$ cat src/rtl/phy_rx_pkg.sv
// Shared constants and types for the PHY receive lane.
// The aligner and the downstream byte-to-word stage both use these.
package phy_rx_pkg;

  localparam logic [7:0] COMMA_K285       = 8'hBC;
  localparam int         DEFAULT_BC_COUNT = 4;

  typedef enum logic [1:0] {
    SEARCH  = 2'd0,
    LOCKING = 2'd1,
    ACTIVE  = 2'd2
  } rx_state_e;

endpackage

$ cat src/rtl/rx_serial_aligner.sv
// Serial comma aligner: finds byte alignment on a run of commas, then
// deserialises MSB-first bytes and marks non-comma bytes as valid payload.
module rx_serial_aligner
  import phy_rx_pkg::*;
#(
  parameter logic [7:0] COMMA    = COMMA_K285,
  parameter int         BC_COUNT = DEFAULT_BC_COUNT
) (
  input  logic       clk_32f,
  input  logic       reset,
  input  logic       serial_in,
  output logic [7:0] data_out,
  output logic       byte_strobe,
  output logic       valid_out,
  output logic       active
);

  localparam logic [3:0] BC_TARGET = 4'(BC_COUNT);

  rx_state_e  state_q, state_d;
  logic [7:0] sr_q;
  logic [2:0] bit_cnt_q, bit_cnt_d;
  logic [3:0] bc_cnt_q, bc_cnt_d;
  logic [7:0] data_q, data_d;
  logic       strobe_q, strobe_d;
  logic       valid_q, valid_d;
  logic       active_q, active_d;

  logic [7:0] win;
  logic       win_is_comma;
  logic       boundary;

  assign win          = {sr_q[6:0], serial_in};
  assign win_is_comma = (win == COMMA);
  assign boundary     = (bit_cnt_q == 3'd7);

  always_comb begin
    state_d   = state_q;
    bit_cnt_d = bit_cnt_q + 3'd1;
    bc_cnt_d  = bc_cnt_q;
    data_d    = data_q;
    strobe_d  = 1'b0;
    valid_d   = 1'b0;
    active_d  = active_q;

    unique case (state_q)
      SEARCH: begin
        bit_cnt_d = '0;
        bc_cnt_d  = '0;
        if (win_is_comma) begin
          bc_cnt_d = 4'd1;
          if (BC_TARGET == 4'd1) begin
            state_d  = ACTIVE;
            active_d = 1'b1;
          end else begin
            state_d = LOCKING;
          end
        end
      end

      LOCKING: begin
        if (boundary) begin
          if (win_is_comma) begin
            // bc_cnt never passes BC_TARGET: reaching it leaves LOCKING
            bc_cnt_d = bc_cnt_q + 4'd1;
            if (bc_cnt_d == BC_TARGET) begin
              state_d  = ACTIVE;
              active_d = 1'b1;
            end
          end else begin
            bc_cnt_d  = '0;
            bit_cnt_d = '0;
            state_d   = SEARCH;
          end
        end
      end

      ACTIVE: begin
        if (boundary) begin
          data_d   = win;
          strobe_d = 1'b1;
          valid_d  = !win_is_comma;
        end
      end

      default: begin
        state_d = SEARCH;
      end
    endcase
  end

  always_ff @(posedge clk_32f) begin
    if (reset) begin
      state_q   <= SEARCH;
      sr_q      <= '0;
      bit_cnt_q <= '0;
      bc_cnt_q  <= '0;
      data_q    <= '0;
      strobe_q  <= 1'b0;
      valid_q   <= 1'b0;
      active_q  <= 1'b0;
    end else begin
      state_q   <= state_d;
      sr_q      <= win;
      bit_cnt_q <= bit_cnt_d;
      bc_cnt_q  <= bc_cnt_d;
      data_q    <= data_d;
      strobe_q  <= strobe_d;
      valid_q   <= valid_d;
      active_q  <= active_d;
    end
  end

  assign data_out    = data_q;
  assign byte_strobe = strobe_q;
  assign valid_out   = valid_q;
  assign active      = active_q;

endmodule

$ cat config.mk
export PLATFORM = sky130hd
export DESIGN_NAME = rx_serial_aligner
export DESIGN_NICKNAME = d
export VERILOG_FILES = /design/src/rtl/phy_rx_pkg.sv /design/src/rtl/rx_serial_aligner.sv
export SDC_FILE = /design/constraint.sdc
export NUM_CORES = 1
export LEC_CHECK = 0
export BUFFER_PORTS_ARGS = -buffer_cell sky130_fd_sc_hd__buf_2
export CAP_MARGIN = 20
export CORE_MARGIN = 2
export CORE_UTILIZATION = 50
export DETAILED_ROUTE_END_ITERATION = 8
export PLACE_DENSITY = 0.76
export SYNTH_ARGS = -nofsm -noshare
export SYNTH_HDL_FRONTEND = slang
export SYNTH_SLANG_ARGS = --single-unit
export TNS_END_PERCENT = 50
$ cat constraint.sdc
create_clock -name clk_32f -period 2.1 [get_ports clk_32f]
set_clock_uncertainty 0.05 [all_clocks]
set_input_delay 0.42 -clock clk_32f [delete_from_list [all_inputs] [get_ports clk_32f]]
set_output_delay 0.42 -clock clk_32f [all_outputs]
set_load 0.03 [all_outputs]
# Word level (Yosys, flattened, before mapping)
# Cells that the tools add are included.
totals:
  regBits: 27
  in_bits: 3
  output_inout_bits: 11
  elab_cells: 42
op_classes:
  addsub: 2
  eq_ne: 8
  n_mux: 13
  bitwise: 2
  reduce_logical: 9
op_table:
  columns: ["op", "count"]
  rows:
  - ["== test 8 bit (second input constant)", 1]
  - ["two-way mux 2 bit", 4]
  - ["two-way mux 4 bit", 2]
  - ["case mux 4 bit (2 select lines)", 1]
  - ["AND reduction 4 bit", 2]
  - ["two-way mux 3 bit", 2]
  - ["case mux 2 bit (3 select lines)", 1]
  - ["case mux 3 bit (2 select lines)", 1]
  - ["adder 4 x 1 -> 4 bit (second input constant)", 1]
  - ["== test 4 x 3 -> 1 bit (second input constant)", 1]
  - ["inequality test 2 bit (second input constant)", 2]
  - ["AND reduction 2 bit", 2]
  - ["adder 3 x 1 -> 3 bit (second input constant)", 1]
  - ["== test 3 bit (second input constant)", 1]
  - ["inequality test 3 bit (second input constant)", 1]
  - ["OR reduction 3 bit", 1]
  - ["== test 2 x 1 -> 1 bit (second input constant)", 1]
  - ["== test 2 bit (second input constant)", 1]
  - ["logical NOT 2 bit", 1]
  - ["two-way mux 1 bit", 2]
  - ["NOT 1 bit", 2]
  - ["nonzero test 2 bit", 1]
  - ["OR reduction 2 bit", 1]
  - ["logical NOT 1 bit", 1]

# Longest topological paths before layout
logic_depth:
  depth_word: 6
  mapped_depth: 6
  depth_no_buf: 6

# Least setup slack after synthesis
# No wires, ideal clock.
synth_path:
  path_type: "input to register"
  from: "input port serial_in"
  to: "register bit_cnt_q[0]"
  setup_ns: 0.086
  arrival_ns: 1.413
  required_ns: 1.964
  slack_ns: 0.551
  stages: 4
  n_path_buf: 0
  path_cell_list: "or4b_4 nor2_4 nand3_2 a211oi_1"
synth_between:
  elab_chain_len: 4
synth_lines:
  columns: ["element", "line_no", "text"]
  rows:
  - ["start: declaration", "rx_serial_aligner.sv:11", "input logic serial_in,"]
  - ["== test 8 bit", "rx_serial_aligner.sv:34", "assign win_is_comma = (win == COMMA);"]
  - ["two-way mux 3 bit", "rx_serial_aligner.sv:63", "if (win_is_comma) begin"]
  - ["two-way mux 3 bit", "rx_serial_aligner.sv:62", "if (boundary) begin"]
  - ["case mux 3 bit (2 select lines)", "rx_serial_aligner.sv:46", "unique case (state_q)"]
  - ["end signal: assignment", "rx_serial_aligner.sv:105", "bit_cnt_q <= bit_cnt_d;"]
  - ["end: declaration", "rx_serial_aligner.sv:22", "logic [2:0] bit_cnt_q, bit_cnt_d;"]
# No other way between the ends.
# A chain may end at the register's enable or synchronous reset.

# Worst setup path after layout
layout_path:
  from: "register sr_q[5]"
  to: "register bc_cnt_q[3]"
layout_between:
  elab_chain_len: 4
layout_lines:
  columns: ["element", "line_no", "text"]
  rows:
  - ["start: declaration", "rx_serial_aligner.sv:21", "logic [7:0] sr_q;"]
  - ["start signal: assignment", "rx_serial_aligner.sv:104", "sr_q <= win;"]
  - ["== test 8 bit", "rx_serial_aligner.sv:34", null]
  - ["two-way mux 4 bit", "rx_serial_aligner.sv:63", null]
  - ["two-way mux 4 bit", "rx_serial_aligner.sv:62", null]
  - ["case mux 4 bit (2 select lines)", "rx_serial_aligner.sv:46", null]
  - ["end signal: assignment", "rx_serial_aligner.sv:106", "bc_cnt_q <= bc_cnt_d;"]
  - ["end: declaration", "rx_serial_aligner.sv:23", "logic [3:0] bc_cnt_q, bc_cnt_d;"]
# No other way between the ends. The select of a mux whose other input is x is not followed.

==> metrics <==
Leakage Power about 0.55 nW; PostCTS Resize Cnt 0; setup TNS 0 ns; Post-CTS Setup Inserts 0; # IOs 14; detailed-route vias per instance 5.20; CP max FO 4; drt total wl 1810 µm; reg2reg path depth 4; antenna violations before repair 0; ratio of cells with drive above 1 in the final layout 19.2%; Starting Density a little over half; Cell Area, Synth 1080 µm²; Reg2Reg Setup Slack 0.52 ns; total design power 0.761 mW; Mapped Avg Cell Area a little over 10 µm²; Util after Layout around 60%; Hold Crit Depth 2; Clock Sinks 27; Initial DRC Count 9; ys async rst share 0%; Finish-stage setup viols 0; Syn Inst Count 106; data required time of the critical path 2.31 ns; number of port buffers 13; CP max stage cell or4b_4; Final Critical Period around 1.6 ns; largest net degree at the start of global routing 29; max incr delay on CP 0.59 ns; Die X-Extent 50.4 µm; VDD IR-drop max 454 µV; # Max-Cap Violations 0; most frequent cells in the layout dfxtp_1, nor2_1, buf_2; number of synthesized flops with an enable pin 0; core area 2000 µm²; routability cong. 0.798; Yosys reg bits 27; total grt overflow 0; CP Class reg -> reg; P&R area growth vs syn 11.1%; CP Capture Type flip-flop; measured slew at the worst slew-check pin 0.461 ns; Rows 16; wire length per cell between 10 and 15 µm; net count after synthesis 113; root buffer cell clkbuf_4; unrepaired setup endpoints after global routing false; worst endpoint data arrival time 1.79 ns; Reg clk slew, reported paths about 0.15 ns; number of global-route vias before repair approximately 750; CTS tree done; crit-path cells or4b_4, nor3_4, nand3_1, a21oi_1; Post-synth top flop dfxtp_1; cts hold-fix bufs 0; worst r2r src sr_q[5]; Yosys Warn Count 0; power density over the cells 635 nW/µm²; reg-to-reg critical path endpoint bc_cnt_q[3]; register area share after synthesis 50.1%; Die ar. ~2500 µm²; Antenna Nets Post-Route 0; fmax 0.633 GHz; Slew headroom 69.2%; Min-Delay Path Class in -> reg; worst hold start serial_in; Residual DRC 0; max-slew violation count 0; die extent in y 50.4 µm; all-layer global routing usage 16.2%; Nets 128; Max clock buf depth 2; worst hold path endpoint sr_q[0]; Antenna Diode Count 0; cts bufs inserted 3; first-pass GRT wire length 3160 µm; Critical Path Source Type flip-flop; commonest non-fill, non-tap cell in the layout dfxtp_1; status complete, no violations; fin crit share 75.2%; clock latency on the worst-skew pair approximately 0.32 ns; H-Tree Depth 1; Pre-Repair DR Iteration Count 4; final hold violations 0; Vias 765; synth unique cells 33
-- worst max path at each step --
| stage | from | end |
|---|---|---|
| 2_1_floorplan | serial_in | bit_cnt_q[0] |
| 3_3_place_gp | serial_in | bit_cnt_q[2] |
| 3_5_place_dp | serial_in | bc_cnt_q[2] |
| 4_1_cts | sr_q[5] | bc_cnt_q[2] |
| 5_1_grt | sr_q[5] | bc_cnt_q[3] |
| 6_report | sr_q[5] | bc_cnt_q[3] |
-- synthesized netlist by cell type, types with 2 or more instances --
cell type / number / area (µm²)
dfxtp_1: 27 / 541
nor4_1: 2 / 12.5
ha_1: 4 / 50.1
nand3b_1: 3 / 22.5
a21oi_1: 3 / 15.0
nand2b_1: 3 / 18.8
inv_1: 4 / 15.0
a211oi_1: 2 / 15.0
nand2_1: 3 / 11.3
nand3_1: 2 / 10.0
o21ai_1: 3 / 15.0
mux2i_1: 8 / 80.1
nor2_1: 13 / 48.8
nor2b_1: 8 / 50.1
clkbuf_1: 3 / 11.3
-- cell families after synthesis --
logic type	share of synthesized area, %
and+or+nand+nor	26.7
DFF	50.1
AOI/OAI and AO/OA	8.24
buffers and inverters	2.90
muxes	7.42
adders and majority gates	4.64
-- power breakdown --
group	switching, mW	internal [mW]	total, mW
clock	0.156	0.0727	0.229
combinational	0.00976	0.00457	0.0143
sequential	0.00265	0.515	0.518
-- registers in the layout (all words and copies together) (netlist names) --
name	cells
state_q	2
active	1
bit_cnt_q	3
byte_strobe	1
valid_out	1
bc_cnt_q	4
sr_q	7
data_out	8
-- worst max-delay path: cells and delay by family (launching register included) --
| family | cells | cell delay, ns |
|---|---|---|
| AND/OR/NAND/NOR | 3 | 0.95 |
| flip-flops | 1 | 0.36 |
| AO/OA/AOI/OAI | 1 | 0.16 |
-- layout make-up --
type	count	area, µm²
fill	193	803
sequential	27	541
multi-input combinational	71	507
timing repair buffer	14	72.6
tap	27	33.8
clock buffer	3	22.5
inverter	4	15.0
clock inverter	1	7.51
-- routing by layer --
metal	routed length, µm	up-vias	GRT usage (%)
met1	830	359	20.9
met3	48	2	3.57
met4	18	0	5.86
met5	0	-	0
met2	909	11	26.5
li1	-	393	-
-- metrics by stage --
step | hold WS (ns) | setup slack, ns | std cells | area (µm²)
final | 0.293 | 0.520 | 147 | 1200
after detailed placement | 0.380 | 0.341 | 143 | 1170
after global placement | 0.379 | 0.377 | 143 | 1170
after floorplan | 0.356 | 0.551 | 106 | 1080
after global routing | 0.299 | 0.394 | 147 | 1200
after CTS | 0.289 | 0.508 | 147 | 1200
Power figures use the tool's default switching activity.
